**config.mk**
```make
export PLATFORM = sky130hd
export DESIGN_NAME = fetch_stage
export DESIGN_NICKNAME = d
export VERILOG_FILES = /design/src/rtl/fetch_stage.sv
export SDC_FILE = /design/constraint.sdc
export NUM_CORES = 1
export LEC_CHECK = 0
export BUFFER_PORTS_ARGS = -buffer_cell sky130_fd_sc_hd__buf_2
export CAP_MARGIN = 0
export CORE_ASPECT_RATIO = 0.7
export CORE_MARGIN = 2
export CORE_UTILIZATION = 46
export CTS_BUF_LIST = sky130_fd_sc_hd__clkbuf_4 sky130_fd_sc_hd__clkbuf_8
export DETAILED_ROUTE_END_ITERATION = 7
export HOLD_SLACK_MARGIN = 0.12
export PLACE_DENSITY = 0.81
export RECOVER_POWER = 100
export SLEW_MARGIN = 10
export SYNTH_ARGS = -nofsm -noshare
export SYNTH_HDL_FRONTEND = slang
export SYNTH_SLANG_ARGS = --single-unit
```
**constraint.sdc**
```tcl
create_clock -name clk -period 1.9 [get_ports clk]
set_input_delay 0.38 -clock clk [delete_from_list [all_inputs] [get_ports clk]]
set_output_delay 0.38 -clock clk [all_outputs]
set_load 0.02 [all_outputs]
```
**src/rtl/fetch_stage.sv**
```systemverilog
// fetch_stage: instruction fetch front end.
// Holds the PC, presents it to instruction memory, and captures the returned
// word into the fetch register together with its address and address + 4.
// Optional performance counters (fetch_count, stall_count) are built only
// when the macro FETCH_PERF_CNT_EN is defined.
module fetch_stage #(
    parameter int WIDTH = 22,
    parameter logic [WIDTH-1:0] RESET_PC = '0
) (
    input  logic             clk,
    input  logic             reset,
    input  logic             stall,
    input  logic             flush,
    input  logic             branch_taken,
    input  logic [WIDTH-1:0] branch_target,
    output logic [WIDTH-1:0] imem_addr,
    input  logic [WIDTH-1:0] imem_rd,
    output logic [WIDTH-1:0] instr_f,
    output logic [WIDTH-1:0] pc_f,
    output logic [WIDTH-1:0] pc_plus4_f,
    output logic             valid_f
`ifdef FETCH_PERF_CNT_EN
    ,
    output logic [15:0]      fetch_count,
    output logic [15:0]      stall_count
`endif
);

    // Word-aligned reset PC; the low two bits of the parameter are ignored.
    localparam logic [WIDTH-1:0] RESET_PC_ALIGNED = {RESET_PC[WIDTH-1:2], 2'b00};
    localparam logic [WIDTH-1:0] PC_STEP          = WIDTH'(4);

    logic [WIDTH-1:0] pc_p0;
    logic [WIDTH-1:0] pc_plus4_p0;
    logic [WIDTH-1:0] target_aligned;
    logic             unused_target_lsbs;

    // Sequential PC increment; wraps modulo 2^WIDTH without any flag.
    assign pc_plus4_p0        = pc_p0 + PC_STEP;
    assign target_aligned     = {branch_target[WIDTH-1:2], 2'b00};
    assign unused_target_lsbs = ^branch_target[1:0];

    // The PC register feeds instruction memory directly.
    assign imem_addr = pc_p0;

    // PC and fetch register: reset > branch_taken > stall > flush > normal.
    always_ff @(posedge clk) begin
        if (reset) begin
            pc_p0      <= RESET_PC_ALIGNED;
            instr_f    <= '0;
            pc_f       <= '0;
            pc_plus4_f <= '0;
            valid_f    <= 1'b0;
        end else if (branch_taken) begin
            // Redirect wins over stall; the word fetched this cycle is dropped.
            pc_p0   <= target_aligned;
            instr_f <= '0;
            valid_f <= 1'b0;
        end else if (stall) begin
            // Hold everything; a concurrent flush only kills the held instruction.
            if (flush) begin
                instr_f <= '0;
                valid_f <= 1'b0;
            end
        end else if (flush) begin
            pc_p0   <= pc_plus4_p0;
            instr_f <= '0;
            valid_f <= 1'b0;
        end else begin
            // --- stage boundary: PC (p0) -> fetch register (f) ---
            pc_p0      <= pc_plus4_p0;
            instr_f    <= imem_rd;
            pc_f       <= pc_p0;
            pc_plus4_f <= pc_plus4_p0;
            valid_f    <= 1'b1;
        end
    end

`ifdef FETCH_PERF_CNT_EN
    // Increment that sticks at all-ones instead of wrapping.
    function automatic logic [15:0] sat_inc(input logic [15:0] v);
        return (v == 16'hFFFF) ? v : v + 16'd1;
    endfunction

    logic fetch_event;
    logic stall_event;

    // A fetch event is exactly the case that loads valid_f with 1.
    assign fetch_event = !branch_taken && !stall && !flush;
    assign stall_event = !branch_taken && stall;

    // Saturating performance counters.
    always_ff @(posedge clk) begin
        if (reset) begin
            fetch_count <= '0;
            stall_count <= '0;
        end else begin
            if (fetch_event) fetch_count <= sat_inc(fetch_count);
            if (stall_event) stall_count <= sat_inc(stall_count);
        end
    end
`endif

endmodule
```
==> PnR_summary.wiki, run 1 <==
{| class="wikitable"
! Metric !! Value
|-
| Total DRC errors in the routed layout || 0
|-
| Finished layout cell area || 0.004743 sq mm
|-
| Vertical die dimension || about 80 um
|-
| Placed instance area || between 0.004 and 0.005 sq mm
|-
| Count of state elements after synthesis || a little over 80
|-
| Total global routing track utilization || between 20 and 25%
|-
| Inserted Clock Buffers || 9
|-
| Number of warning messages in the yosys log || 0
|-
| Final worst hold slack || approximately 240 ps
|-
| Drt first pass iters || 4
|-
| Cell Pwr Density || ~760 mW/mm^2
|-
| Clock network fraction of total power || around a third
|-
| # port buffers || 129
|-
| Total instance count after detailed placement || between 600 and 700
|-
| Net switching power || between 1 and 1.5 mW
|-
| Pin count of the biggest net entering global routing || 50
|-
| Net total in the final layout || ~630
|-
| Wire length per cell || ~15 um
|-
| HPWL after detailed placement || roughly 7500 um
|-
| Data arrival, critical path || between 2000 and 2500 ps
|-
| Standby leakage power || approximately 1.9 nW
|-
| Worst slew margin relative to its limit || around 43%
|-
| Post-layout power || between 3 and 4 mW
|-
| Slack of the worst reg-to-reg path || 50 ps
|-
| Global routing usage on met3 || between 6 and 7%
|-
| Row count || 27
|-
| Chip width || 112.3 um
|-
| Post-Route WL || just over 10,000 um
|-
| Cells on worst reg2reg path || 4
|-
| Combined area of the multi-input logic cells || between 0.0015 and 0.002 sq mm
|-
| Switching share of total power || ~31%
|-
| Clk sink count || 83
|-
| Startpoint types || flop
|-
| Worst-margin pin slew || 853.3 ps
|-
| Mean instance size in the synthesized netlist || between 8 and 9 sq um
|-
| Netlist Area Pre-Place || between 0.003 and 0.004 sq mm
|-
| TritonCTS clock tree || built
|-
| Count of vias placed by the detailed router || between 3k and 4k
|-
| Die footprint || between 0.008 and 0.009 sq mm
|-
| Synthesized netlist cell count || 454
|-
| Period utilization || a little over nine tenths
|-
| Number of synthesized flops with an enable pin || 0
|-
| Clock network latency to the later pin of the worst-skew pair || 360 ps
|-
| Wire length of the first global-routing pass || around 16,000 um
|-
| Sequential share of power || 51.6%
|-
| Worst Setup SP || imem_addr[2]$_SDFFE_PP0P_
|-
| Root buffer cell || clkbuf_8
|-
| Final antenna diode count || 0
|-
| Hold crit path type || input pin to flop
|-
| Biggest fanout along the worst timing path || 6
|-
| Maximum operating frequency || 540.1 MHz
|-
| Endpoint required time on the critical path || roughly 2200 ps
|-
| Final Slew Violations || 0
|-
| Sequential fraction of the synthesis area || a little over two fifths
|-
| Initial drt markers || between 200 and 300
|-
| Area of the placeable core || 0.007905 sq mm
|-
| Initial antenna violation count || 0
|-
| Class of the most critical setup path || flop to flop
|-
| Effective utilization at floorplan || between 40% and 50%
|-
| Largest voltage drop on the vdd net || about 0.37 mV
|-
| Area added between synthesis and finish || 25.53%
|-
| Grt ovf || 0
|-
| Maximum count of clock buffers along a single path || 2
|-
| Maximum capacitance violations || 0
|-
| Routability Congestion || 0.8198
|-
| Part of the power in combinational logic || between 10% and 20%
|-
| Final hold violations || 0
|-
| Final Skew || around 13 ps
|-
| I/O pins || about 140
|-
| Reg area || approximately 0.0017 sq mm
|-
| Setup violations, final || 0
|-
| Clock period minus worst slack || 1852 ps
|-
| Result of the run || complete, no violations
|-
| Clock transition at the register clock pins on the worst setup and hold paths after CTS || 100 ps
|-
| Synth async-reset ratio || 0%
|-
| Final cell count without fillers || a little under 700
|-
| Primary flip-flop cell chosen by synthesis mapping || dfxtp_1
|-
| Remaining number of nets flagged by the antenna check after routing || 0
|-
| Crit path capture type || flop
|-
| Endpoint of the most critical register-to-register path || pc_plus4_f[21]$_SDFFE_PP0P_
|-
| R2R Path Start || imem_addr[2]$_SDFFE_PP0P_
|-
| Met2 track utilization from global routing || 35.72%
|-
| Internal portion of total power || 2.507 mW
|-
| Fill cell instance count of the final layout || roughly 760
|-
| Avg Vias per Cell || approximately 5.3
|-
| Met1 GRT Util || a little under 30%
|-
| Most Used Layer, Global Route || met2
|-
| Share of post-route cells with drive strength above 1 || approximately a fifth
|-
| H-tree level count || 3
|-
| Capturing element of the worst setup path || pc_plus4_f[21]$_SDFFE_PP0P_
|-
| Most common cell after layout, fill and taps aside || clkbuf_1
|-
| Post-CTS setup buffer count || 0
|-
| Commonest non-fill, non-tap cells in the layout || clkbuf_1 (89), dfxtp_1 (74), nor2_1 (56), nand2_1 (52), buf_2 (45)
|-
| Number of global-route vias before repair || between 3k and 4k
|-
| Library cells used by synthesis || 46
|-
| Fin util || 60.00%
|}
## state kept, by name (all words and copies together) (netlist names)
register and cells:
valid_f 1, pc_f 20, imem_addr 20, pc_plus4_f 20
instr_f 22
## area by class of cell
| class | count | share of cell area (%) |
|---|---|---|
| clock buffer | 9 | 2.611 |
| clock inverter | 7 | 1.213 |
| inverter | 16 | 1.266 |
| multi-input combinational | 308 | 40.07 |
| sequential | 83 | 35.53 |
| tap | 101 | 2.664 |
| timing repair buffer | 165 | 16.64 |
## worst max-delay path: stages, from the launching register on
cell and delay, ps:
dfxtp_1 370, nand4_1 180, or4_4 520, or4_1 410, a311oi_1 280
## per-layer routing
layer	routed length [um]	share of wire, %	vias to the layer above
met1	4518	44	1688
li1	-	-	1804
met5	0	0	-
met4	144	1.4	0
met2	4710	46	131
met3	832	8.2	14
## kinds of logic (layout without fill, tap and decap cells)
logic type / count (synthesis) / count (layout) / synth area share, %
AOI/OAI and AO/OA: 80 / 80 / 13.51
xor gates and xnor gates: 24 / 24 / 5.563
adders and majority gates: 1 / 1 / 0.3311
buffers and inverters: 68 / 197 / 7.880
DFF: 83 / 83 / 43.97
muxes: 28 / 28 / 7.450
other: 1 / 6 / 0.09924
and+or+nand+nor: 169 / 169 / 21.19
## cells in the mapped netlist, types with 9 or more instances
master    instances  area share, %
dfxtp_1          83             44
xor2_1           11            2.5
a21oi_1          39            5.2
a211oi_1         11            2.2
nor3_1           10            1.3
nand2_1          52            5.2
o21a_1           10            2.0
nor2_1           56            5.6
mux2i_1          27            7.2
inv_1            15            1.5
clkbuf_1         37            3.7
xnor2_1          13            3.0
nand4_1           9            1.5
nor4_1           14            2.3
## per-stage QoR
step                      TNS, ps  worst slack, ps
after floorplan            -64.51           -64.51
after global placement          0            83.42
after detailed placement        0            34.06
after CTS                       0           0.7943
after global routing       -9.769           -6.926
final                           0            48.35
## power groups by stage
stage	combinational [mW]	clock, mW	sequential (mW)
floorplan	0.300	0	1.98
global placement	0.560	0	1.90
global route	0.602	1.30	1.87
finish	0.553	1.20	1.86
detailed placement	0.574	0	1.90
CTS	0.576	1.23	1.86
## worst min path at each step
| stage | slack [ps] | end | start | cells past startpoint |
|---|---|---|---|---|
| floorplan | 520 | imem_addr[5]$_SDFFE_PP0P_ | branch_target[5] | 2 |
| global placement | 430 | valid_f$_SDFFE_PP0P_ | valid_f$_SDFFE_PP0P_ | 2 |
| detailed placement | 440 | valid_f$_SDFFE_PP0P_ | valid_f$_SDFFE_PP0P_ | 2 |
| CTS | 230 | instr_f[19]$_SDFFE_PP0P_ | imem_rd[19] | 3 |
| global route | 220 | instr_f[19]$_SDFFE_PP0P_ | imem_rd[19] | 3 |
| finish | 240 | instr_f[11]$_SDFFE_PP0P_ | imem_rd[11] | 3 |
## repair_timing
action                     in CTS  in global routing
resized for setup               0                 10
hold buffers                    0                  0
setup endpoints to repair       0                  6
hold endpoints to repair        0                  0
Power figures use the tool's default switching activity.
==> inputs of run 2 (changes only) <==
Settings changed: CORE_UTILIZATION 46 to 55, PLACE_DENSITY 0.81 to 0.91.
Clock period 1.9 ns to 2.2 ns, I/O delays scaled along.
==> run 2 against run 1 <==
Against the previous run:
- setup slack improved by 53 ps
- critical path type unchanged
- clock skew decreased by 3.7 ps
- total power decreased by 13%
- register-to-register slack improved by 50 ps
- clock-buffer cell count increased by 1
- first-iteration DRC count decreased by 23%
==> PnR_summary.wiki, run 2 (synthesis gave the netlist of run 1 again) <==
{| class="wikitable"
! Metric !! Value
|-
| Result of the run || complete, no violations
|-
| Post-CTS setup buffer count || 0 (unchanged)
|-
| Clock period minus worst slack || 2098 ps (+246.7 ps)
|-
| Top reg by flops || instr_f
|-
| Post-layout power || 3.138 mW (-13%)
|-
| Total global routing track utilization || 25.86% (+3.6 points)
|-
| Total instance count after detailed placement || 654 (-2.8%)
|-
| Vertical die dimension || 73.35 um (-8.1%)
|-
| Fin util || 68.49% (+8.5 points)
|-
| Placed instance area || 0.004521 sq mm (-2.8%)
|-
| Die footprint || 0.007560 sq mm (-16%)
|-
| Fin worst setup slack || 101.6 ps (+53.27 ps)
|-
| Final antenna diode count || 0 (unchanged)
|-
| Unrepaired setup endpoints after global routing || no
|-
| Launch point of the worst hold path || imem_rd[12]
|-
| Root buffer cell || clkbuf_8
|-
| Drt first pass iters || 5 (+1)
|-
| Post-Route WL || 10,100 um (-1.0%)
|-
| HPWL after detailed placement || 7277 um (-3.4%)
|-
| Crit path capture type || flop
|-
| Class of the most critical setup path || flop to flop
|-
| Critical Path Max Stage Delay || 600 ps (+80 ps)
|-
| Inserted Clock Buffers || 9 (unchanged)
|-
| Area added between synthesis and finish || 21.32%
|-
| Number of hold buffers added after cts || 0 (unchanged)
|-
| # port buffers || 129 (unchanged)
|-
| Cell at the slowest stage of the critical path || or4_1
|-
| Cells resized by post-CTS repair || 0 (unchanged)
|-
| TritonCTS clock tree || built
|-
| Commonest non-fill, non-tap cells in the layout || clkbuf_1 (86), dfxtp_1 (83), nor2_1 (56), nand2_1 (52), buf_2 (47)
|-
| Slack of the worst reg-to-reg path || 100 ps (+50 ps)
|-
| Data arrival, critical path || 2370 ps (+250 ps)
|-
| Wire length per cell || 15.10 um (+1.9%)
|-
| Final Skew || 9.311 ps (-3.698 ps)
|-
| Worst slew margin relative to its limit || 24.13% (-19 points)
|-
| Clock network latency to the later pin of the worst-skew pair || 350 ps (about the same)
|-
| End point of the most critical hold path || instr_f[12]$_SDFFE_PP0P_
|-
| Cell Pwr Density || 684.4 mW/mm^2 (-10%)
|-
| Finished layout cell area || 0.004584 sq mm (-3.3%)
|-
| Hold crit path type || input pin to flop
|-
| Worst-margin pin slew || 1138 ps (+284.8 ps)
|-
| Endpoint required time on the critical path || 2470 ps (+300 ps)
|-
| Final total negative setup slack || 0 ps (unchanged)
|-
| Count of vias placed by the detailed router || 3,659 (+0.60%)
|-
| Final Slew Violations || 0 (unchanged)
|-
| Effective utilization at floorplan || 56.45% (+8.6 points)
|-
| Initial antenna violation count || 0 (unchanged)
|-
| Remaining number of nets flagged by the antenna check after routing || 0 (unchanged)
|-
| Period utilization || 95.38% (-2.1 points)
|-
| Share of post-route cells with drive strength above 1 || 15.83% (-3.9 points)
|-
| Most frequent CP cell || or4_1
|-
| Final cell count without fillers || 669 (-2.9%)
|-
| Placement Setup Slack || 114.3 ps (+80.21 ps)
|-
| Startpoint types || flop
|-
| Net total in the final layout || 621 (-1.9%)
|-
| Cells on worst reg2reg path || 4 (unchanged)
|-
| Grt ovf || 0 (unchanged)
|-
| Final hold violations || 0 (unchanged)
|-
| Chip width || 103.1 um (-8.2%)
|-
| Most common cell after layout, fill and taps aside || clkbuf_1
|-
| Maximum operating frequency || 476.6 MHz (-12%)
|-
| Worst-path cell chain || nand4_1, or4_1, or4_1, a311oi_1
|-
| Final worst hold slack || 323.8 ps (+81.09 ps)
|-
| Standby leakage power || 1.768 nW (-4.6%)
|-
| I/O pins || 138 (unchanged)
|-
| Clock transition at the register clock pins on the worst setup and hold paths after CTS || 90 ps (about the same)
|-
| H-tree level count || 3 (unchanged)
|-
| Maximum count of clock buffers along a single path || 2 (unchanged)
|-
| Max FFs per register || 22 (unchanged)
|-
| Largest voltage drop on the vdd net || 0.4274 mV (+16%)
|-
| Row count || 25 (-7.4%)
|-
| Clk sink count || 83 (unchanged)
|-
| Pin count of the biggest net entering global routing || 57 (+14%)
|-
| Number of cells on the worst hold path || 3 (unchanged)
|-
| Maximum capacitance violations || 0 (unchanged)
|-
| Biggest fanout along the worst timing path || 6 (unchanged)
|-
| Avg Vias per Cell || 5.469 (+3.6%)
|-
| Area of the placeable core || 0.006694 sq mm (-15%)
|-
| Endpoint of the most critical register-to-register path || pc_plus4_f[21]$_SDFFE_PP0P_
|-
| Wire length of the first global-routing pass || 15,320 um (-3.5%)
|-
| R2R Path Start || imem_addr[3]$_SDFFE_PP0P_
|-
| Fill cell instance count of the final layout || 593 (-22%)
|-
| Initial drt markers || 204 (-23%)
|-
| Total DRC errors in the routed layout || 0 (unchanged)
|-
| Setup violations, final || 0 (unchanged)
|-
| Routability Congestion || 0.8755 (+6.8%)
|-
| Number of global-route vias before repair || 3,251 (-2.2%)
|}
-- run 2: changes by cell type in the layout (fill, tap and decap cells not counted), sizes merged --
cell and delta:
clkinvlp +2, inv -4, clkinv -1, clkbuf -1, buf -10, bufinv +1
-- run 2: report_power, final --
part	total (mW)	switching, mW	internal (mW)	leakage, nW
combinational	0.459	0.290	0.168	0.999
sequential	1.62	0.0571	1.56	0.677
clock	1.06	0.534	0.527	0.0916
total	3.14	0.882	2.26	1.77
-- run 2: layout make-up --
class / instances / area, sq um / area share, %
Multi-Input combinational cell: 308 / 1843 / 40.20
Inverter: 16 / 60.06 / 1.310
Tap cell: 94 / 117.6 / 2.566
Clock inverter: 5 / 55.05 / 1.201
Sequential cell: 83 / 1662 / 36.24
Clock buffer: 10 / 131.4 / 2.866
Timing Repair Buffer: 153 / 715.7 / 15.61
-- run 2: worst max-delay path by stage --
| stage | start | endpoint | slack [ps] | cells after the start |
|---|---|---|---|---|
| floorplan | imem_addr[8]$_SDFFE_PP0P_ | pc_plus4_f[21]$_SDFFE_PP0P_ | 30 | 6 |
| global placement | imem_addr[3]$_SDFFE_PP0P_ | pc_plus4_f[21]$_SDFFE_PP0P_ | 220 | 4 |
| detailed placement | imem_addr[3]$_SDFFE_PP0P_ | pc_plus4_f[21]$_SDFFE_PP0P_ | 110 | 4 |
| CTS | imem_addr[3]$_SDFFE_PP0P_ | pc_plus4_f[21]$_SDFFE_PP0P_ | 110 | 4 |
| global route | imem_addr[3]$_SDFFE_PP0P_ | pc_plus4_f[21]$_SDFFE_PP0P_ | 20 | 4 |
| finish | imem_addr[3]$_SDFFE_PP0P_ | pc_plus4_f[21]$_SDFFE_PP0P_ | 100 | 4 |
-- run 2: metal layers --
metal | wire length (um) | share of wire, % | vias to the layer above | track usage (%)
met1 | 4317 | 43 | 1697 | 34.10
met5 | 0 | 0 | - | 0
li1 | - | - | 1773 | -
met3 | 836 | 8.3 | 23 | 7.041
met4 | 253 | 2.5 | 0 | 8.333
met2 | 4693 | 46 | 166 | 41.41
-- run 2: critical path: cells and delay by family (launching register included) --
kind,cells,cell delay [ps]
AOI/OAI and AO/OA,1,250
DFF,1,430
and+or+nand+nor,3,1350
